===== config.mk =====
export PLATFORM = sky130hd
export DESIGN_NAME = ws2812_enc
export DESIGN_NICKNAME = d
export VERILOG_FILES = /design/src/rtl/ws2812_enc.sv
export SDC_FILE = /design/constraint.sdc
export NUM_CORES = 1
export LEC_CHECK = 0
export ABC_AREA = 1
export BUFFER_PORTS_ARGS = -buffer_cell sky130_fd_sc_hd__buf_2
export CORE_UTILIZATION = 30
export CTS_BUF_LIST = sky130_fd_sc_hd__clkbuf_8
export DETAILED_ROUTE_END_ITERATION = 16
export MAX_ROUTING_LAYER = met4
export PLACE_DENSITY_LB_ADDON = 0.08
export SYNTH_ARGS = -nofsm -noshare
export SYNTH_HDL_FRONTEND = slang
export SYNTH_SLANG_ARGS = --single-unit
export TNS_END_PERCENT = 30

===== constraint.sdc =====
create_clock -name clk_in -period 3 [get_ports clk_in]
set_clock_uncertainty 0.2 [all_clocks]
set_input_delay 0.3 -clock clk_in [delete_from_list [all_inputs] [get_ports clk_in]]
set_output_delay 0.3 -clock clk_in [all_outputs]
set_load 0.01 [all_outputs]

===== src/rtl/ws2812_enc.sv =====
// ws2812_enc: WS2812 NRZ bit-cell encoder with a one-entry pending slot.
// Ports: clk_in, rst_n_in, bit_rdy_in, bit_data_in, bit_done_out, bit_code_out, busy_out, ovf_err_out.
module ws2812_enc #(
  parameter logic [15:0] CNT_T0H = 16'd80,
  parameter logic [15:0] CNT_T1H = 16'd160,
  parameter logic [15:0] CNT_BIT = 16'd250
) (
  input  logic clk_in,
  input  logic rst_n_in,
  input  logic bit_rdy_in,
  input  logic bit_data_in,
  output logic bit_done_out,
  output logic bit_code_out,
  output logic busy_out,
  output logic ovf_err_out
);

  localparam logic [1:0] S_IDLE = 2'd0;
  localparam logic [1:0] S_HIGH = 2'd1;
  localparam logic [1:0] S_LOW  = 2'd2;

  logic [1:0]  state;
  logic [1:0]  state_n;
  logic [15:0] cnt;
  logic [15:0] cnt_n;
  logic        cur_bit;
  logic        cur_n;
  logic        pend_vld;
  logic        pv_n;
  logic        pend_bit;
  logic        pb_n;
  logic        ovf_q;
  logic        ovf_n;
  logic        done_q;
  logic        done_n;
  logic        code_q;
  logic        busy_q;
  logic [15:0] th;
  logic        last;

  assign th   = cur_bit ? CNT_T1H : CNT_T0H;
  assign last = (state == S_LOW) &&
                (cnt == CNT_BIT - 16'd1);

  always_comb begin
    state_n = state;
    cnt_n   = cnt;
    cur_n   = cur_bit;
    pv_n    = pend_vld;
    pb_n    = pend_bit;
    ovf_n   = ovf_q;
    done_n  = 1'b0;
    case (state)
      S_IDLE: begin
        cnt_n = 16'd0;
        if (bit_rdy_in) begin
          state_n = S_HIGH;
          cur_n   = bit_data_in;
        end
      end
      S_HIGH, S_LOW: begin
        cnt_n = cnt + 16'd1;
        if (state == S_HIGH &&
            cnt == th - 16'd1) begin
          state_n = S_LOW;
        end
        if (last) begin
          done_n = 1'b1;
          cnt_n  = 16'd0;
          if (pend_vld) begin
            // slot drains; a same-cycle
            // request refills it
            state_n = S_HIGH;
            cur_n   = pend_bit;
            pv_n    = bit_rdy_in;
            if (bit_rdy_in) begin
              pb_n = bit_data_in;
            end
          end else if (bit_rdy_in) begin
            state_n = S_HIGH;
            cur_n   = bit_data_in;
          end else begin
            state_n = S_IDLE;
          end
        end else if (bit_rdy_in) begin
          if (!pend_vld) begin
            pv_n = 1'b1;
            pb_n = bit_data_in;
          end else begin
            ovf_n = 1'b1;
          end
        end
      end
      default: begin
        state_n = S_IDLE;
        cnt_n   = 16'd0;
        pv_n    = 1'b0;
      end
    endcase
  end

  always_ff @(posedge clk_in or negedge rst_n_in) begin
    if (!rst_n_in) begin
      state    <= S_IDLE;
      cnt      <= 16'd0;
      cur_bit  <= 1'b0;
      pend_vld <= 1'b0;
      pend_bit <= 1'b0;
      ovf_q    <= 1'b0;
      done_q   <= 1'b0;
      code_q   <= 1'b0;
      busy_q   <= 1'b0;
    end else begin
      state    <= state_n;
      cnt      <= cnt_n;
      cur_bit  <= cur_n;
      pend_vld <= pv_n;
      pend_bit <= pb_n;
      ovf_q    <= ovf_n;
      done_q   <= done_n;
      // outputs mirror next-state so they
      // line up with the state register
      code_q   <= (state_n == S_HIGH);
      busy_q   <= (state_n != S_IDLE) | pv_n;
    end
  end

  assign bit_code_out = code_q;
  assign bit_done_out = done_q;
  assign busy_out     = busy_q;
  assign ovf_err_out  = ovf_q;

endmodule

==> impl_results.md, run 1 <==
- Part of the Yosys area used for sequential elements: between 40% and 50%
- Pre-CTS worst setup slack: slightly above 1 ns
- Clock sinks: 25
- Met2 usage: 24.4%
- Vias per cell: around 4.7
- Async set or reset register ratio after synthesis: 100%
- Drc violations: 0
- Fin crit share: between 60% and 70%
- Peak supply drop: 0.303 mV
- # hold bufs at CTS: 1
- # Post-CTS Setup Buffers: 0
- Crit-path max FO: 13
- LEAKAGE: 0.000772 uW
- Drt first pass iters: 4
- GRT Util Overall: 14.0%
- Detailed-route via count: 1106
- Clock root buffer: clkbuf_8
- First-pass GRT wire length: 5180 um
- Reg2Reg Setup Slack: 1.07 ns
- Run status: complete, no violations
- Initial Util: 31.3%
- Top-count cell post-synth: inv_1
- Tmin final: ~1.9 ns
- Setup tns final: 0 ns
- Syn Nets: 181
- Core box area: 4350 um2
- Pwr Total: 936 uW
- Syn avg cell area: approximately 8 um2
- CTS Buf Count: 3
- Worst-path clk slew: 0.09 ns
- H-tree depth: 1
- Synth top cells by count: inv_1, nand2_1, dfrtp_1, nor2_1, nand3_1
- Final net count: 193
- Largest net degree at the start of global routing: 26
- CTS-repair resized insts: 0
- Finish-stage setup viols: 0
- Crit Reg-Reg Endpoint: busy_out
- Hold_ws: roughly 0.08 ns
- Max Root-Sink Buffers: 2
- R2R cell count: 13
- Worst skew pair latency: 0.27 ns
- Num ports: 8
- Hold Violations, Final: 0
- Setup CP Type: register to register
- Yosys warns: 0
- Fill count: 450
- Worst slew margin: 62.1%
- Actual slew at the worst max-slew pin: 0.569 ns
- Synthesized cell area: around 1400 um2
- Worst Hold Depth: 3
- Maximum clock rate: just over 500 MHz
- Area growth syn-to-layout: 11.1%
- PD cells: between 600 and 700 nW/um2
- Max_cap viols: 0
- Area contributors post-synth: dfrtp_1, inv_1, nand2_1
- Number of global-route vias before repair: 1125
- Row cnt: 24
- Die H: a little under 70 um
- Synth top area share: between 40 and 50%
- Hold endpoint: pend_bit
- Gr ovfl total: 0
- Met1 Use GR: 16.2%
- Layout cells sized above 1: 9.89%
- Placer Congestion: 0.785
- PnR worst setup slack: 1.07 ns
- Die Area: about 4800 um2
- Arr. time, crit path: 1.90 ns
- Critical path data required time: between 2 and 3 ns
- Crit start category: register
- Met3 Usage GRT: 3.49%
- CP Capture Type: register
- Reg2reg start: state[0]
- Netlist cell types: 26
- Antenna diode count: 0
- DRT iter0 DRCs: 34
- WL final: 2870 um
- Post-synth EDFFs: 0
- Post-synth top flop: dfrtp_1
- Unrepaired setup endpoints after global routing: no
- HP Start: bit_data_in
- Die width: 69.4 um
- Initial antenna violation count: 0
- Hpwl dp: 2130 um
- Gate Count Post-Synth: 171
- Gr busiest metal: met2
- DR WL/cell: between 10 and 15 um
- Final ANT Viol Nets: 0
- FF+latch count, synth: 25
- Worst Hold Class: input pin to register
- Max Slew Vio Count: 0
- Cell taking the most area after synthesis: dfrtp_1
- # port buffers: 7
- CTS tree: done
[metal layers]
| layer | wire, um | up-vias |
|---|---|---|
| met2 | 1380 | 21 |
| met1 | 1380 | 519 |
| met5 | 0 | - |
| li1 | - | 564 |
| met3 | 92 | 2 |
| met4 | 19 | 0 |
[layout by cell type (no fill, tap or decap), types with 2 or more instances in the layout]
cell      instances
nor3_1            7
dfrtp_1          25
xor2_1            7
nor2_1           25
nand3_1          12
nand2_1          28
o21ai_1           2
o21ai_0           3
inv_1            29
nor4_1            2
clkbuf_8          3
nand4_1           3
buf_2             7
nand2_2           3
ha_1              6
a21oi_1           7
[layout make-up]
| type | count | area, um2 | share of cell area, % |
|---|---|---|---|
| sequential | 25 | 626 | 41.3 |
| multi-input combinational | 115 | 621 | 41.0 |
| clock buffer | 3 | 41.3 | 2.73 |
| clock inverter | 1 | 5.00 | 0.330 |
| tap | 52 | 65.1 | 4.29 |
| timing repair buffer | 8 | 45.0 | 2.97 |
| inverter | 30 | 113 | 7.43 |
[logic make-up after synthesis]
kind of cell	after synthesis	synth area share [%]
xor+xnor	8	5.14
flops	25	45.9
compound gates	17	6.97
buf+inv	31	8.62
simple gates	84	27.9
fa+ha+maj	6	5.50
[flip-flops by register name, summed over array words and instances (netlist names)]
| signal | count |
|---|---|
| bit_code_out | 1 |
| bit_done_out | 1 |
| busy_out | 1 |
| cnt | 16 |
| cur_bit | 1 |
| ovf_err_out | 1 |
| pend_bit | 1 |
| pend_vld | 1 |
| state | 2 |
[critical path: stages, from the launching register on]
cell and delay [ns]:
dfrtp_1 0.44, inv_1 0.10, ha_1 0.18, nand2_1 0.05
inv_1 0.04, nand2_1 0.05, nor2_2 0.12, nand2_2 0.08
nand2_2 0.24, nand2_1 0.08, nand3_1 0.09, nand2_1 0.06
inv_1 0.04, nand2_1 0.04
[where the power goes]
part / internal (uW) / switching (uW) / leakage, uW
Combinational: 102 / 188 / 0.000423
Clock: 93.0 / 111 / 0.0000255
Sequential: 394 / 48.7 / 0.000324
[how the worst max path moves through the flow]
stage               slack [ns]  depth (start not counted)        to     start
floorplan                 1.38                         13  busy_out  state[0]
global placement          1.06                         13  busy_out  state[0]
detailed placement        1.03                         13  busy_out  state[0]
CTS                       1.02                         13  busy_out  state[0]
global route              0.79                         13  busy_out  state[0]
finish                    1.07                         13  busy_out  state[0]
[metrics by stage]
step | area (um2) | instances | util [%]
finish | 1520 | 234 | 34.8
global route | 1520 | 234 | 34.8
floorplan | 1360 | 171 | -
global placement | 1460 | 229 | 33.5
CTS | 1520 | 234 | 34.8
detailed placement | 1460 | 229 | 33.5
(Power assumes the default switching activity.)
==> run 2: changes to the inputs <==
==> constraint.sdc (replaced) <==
create_clock -name clk_in -period 1.55 [get_ports clk_in]
set_clock_uncertainty 0.2 [all_clocks]
set_input_delay 0.155 -clock clk_in [delete_from_list [all_inputs] [get_ports clk_in]]
set_output_delay 0.155 -clock clk_in [all_outputs]
set_load 0.01 [all_outputs]
==> impl_results.md, run 2 (synthesized netlist as in run 1, its figures left out) <==
- Clock sinks: 25
- Peak supply drop: 0.579 mV
- Failing checks: setup timing
- Largest regs: cnt: 16 flops, state: 2 flops
- Met1 Use GR: approximately 18%
- Fin crit share: 113%
- Pwr Total: 2250 uW
- Largest delay share family, worst path: simple AND/OR/NAND/NOR gates
- Reg2reg start: cnt[1]
- Crit path buffers/inverters: 3
- LEAKAGE: 0.00104 uW
- Max Slew Vio Count: 0
- Die Area: 4820 um2
- Row cnt: 24
- Post-layout util: a little under half
- Layout cells sized above 1: between 30% and 40%
- Most frequent cells in the layout: buf_4, inv_1, nand2_1, nor2_1, dfrtp_1
- Initial Util: a little under a third
- DR WL/cell: 11.8 um
- Worst Hold Depth: 3
- Worst-path clk slew: 0.09 ns
- Max_cap viols: 0
- Reg2Reg Setup Slack: -0.20 ns
- Detailed-route via count: 1306
- # port buffers: 7
- Finish-stage setup viols: 24
- Met2 usage: 26.0%
- Number of global-route vias before repair: 1347
- Critical path data required time: 1.51 ns
- Actual slew at the worst max-slew pin: 0.566 ns
- Share of power burned in combinational logic: 44.8%
- Switch Pwr: 813 uW
- Final ANT Viol Nets: 0
- Clock power share: 17.3%
- First-pass GRT wire length: roughly 5800 um
- Initial antenna violation count: 0
- WL final: 3330 um
- Seq pwr share: 38.0%
- Num ports: 8
- Crit-path max FO: 4
- H-tree depth: 1
- Gr busiest metal: met2
- Crit-path cells: inv_1 -> ha_2 -> nand2_1 -> inv_1 -> nand2_1 -> nor2_2 -> nand2_2 -> nand2_4 -> buf_6 -> a21oi_2 -> o21a_1
- Arr. time, crit path: 1.71 ns
- Die width: between 60 and 70 um
- Gr ovfl total: 0
- Max reg flops: 16
- Run status: finished with violations
- Max Root-Sink Buffers: 2
- DP Cell Count: between 200 and 300
- Placed inst area: 1730 um2
- GRT Util Overall: 15.4%
- Worst skew pair latency: roughly 0.27 ns
- Setup CP Type: register to register
- Core box area: 4350 um2
- Vias per cell: around 4.6
- CP Launch Point: cnt[1]
- Crit start category: register
- Maximum clock rate: 571 MHz
- Max incr delay on CP: 0.39 ns
- Drt first pass iters: 4
- Final net count: 240
- Hpwl dp: 2500 um
- HP Start: bit_rdy_in
- Die H: 69.4 um
- Hold Violations, Final: 0
- Final Instance Area: 2030 um2
- Fin cells: ~280
- CP Capture Type: register
- Largest net degree at the start of global routing: 26
- Sw Share: between 30% and 40%
- Tmin final: 1.75 ns
- Worst Hold Class: input pin to register
- Hold endpoint: ovf_err_out
- Largest reg by FF count: cnt
- Worst slew margin: between 60 and 70%
- Antenna diode count: 0
- Int Power: 1440 uW
- Crit Reg-Reg Endpoint: cnt[14]
- Slowest stage cell, crit path: dfrtp_1
- CTS Buf Count: 3
- Commonest non-fill, non-tap cell in the layout: buf_4
- Drc violations: 0
- Clock root buffer: clkbuf_8
- R2R cell count: 11
- CTS tree: done
- DRT iter0 DRCs: 30
- Area growth syn-to-layout: 48.9%
- Unrepaired setup endpoints after global routing: yes
- Met3 Usage GRT: 2.76%
- PnR worst setup slack: -0.203 ns
- Placer Congestion: just over 0.8
- PD cells: 1110 nW/um2
run 2: per-stage QoR:
step                TNS [ns]  setup WS (ns)  hold WS [ns]
global placement       -2.07         -0.183       -0.0187
floorplan             -0.501        -0.0716        -0.341
CTS                    -1.67         -0.168        0.0295
finish                 -2.95         -0.203        0.0241
global route           -6.04         -0.332        0.0433
detailed placement     -2.08         -0.183       -0.0140
run 2: layer usage:
layer,up-vias,part of all wire (%)
met5,-,0
met4,0,1.9
met3,9,3.0
met2,25,51
met1,614,44
li1,658,-
run 2: power groups by stage:
stage | sequential, uW | combinational [uW] | clock [uW]
finish | 854 | 1010 | 388
CTS | 852 | 853 | 405
global placement | 853 | 736 | 0
global route | 876 | 1130 | 436
floorplan | 858 | 417 | 0
detailed placement | 855 | 750 | 0
run 2: how the worst max path moves through the flow:
stage / endpoint / depth (start not counted) / slack (ns)
floorplan: busy_out / 13 / -0.07
global placement: busy_out / 13 / -0.18
detailed placement: busy_out / 13 / -0.18
CTS: busy_out / 13 / -0.17
global route: busy_out / 13 / -0.33
finish: cnt[14] / 11 / -0.20
run 2: cell type report:
type                            count  area, um2
Fill cell                         436       2320
Multi-Input combinational cell    115        761
Sequential cell                    25        628
Timing Repair Buffer               55        419
Inverter                           30        113
Tap cell                           52       65.1
Clock buffer                        3       41.3
Clock inverter                      1       3.75
run 2: tightest hold or removal path, stage by stage:
cell	delay, ns
buf_2	0.13
inv_1	0.10
o21bai_1	0.08
run 2: what timing repair did:
action / 4_1_cts / 5_1_grt
hold buffers: 2 / 0
hold endpoints to repair: 26 / 0
pin swaps: 1 / 10
buffers inserted: 3 / 7
resized for setup: 20 / 19
endpoints found under the setup margin: 24 / 24
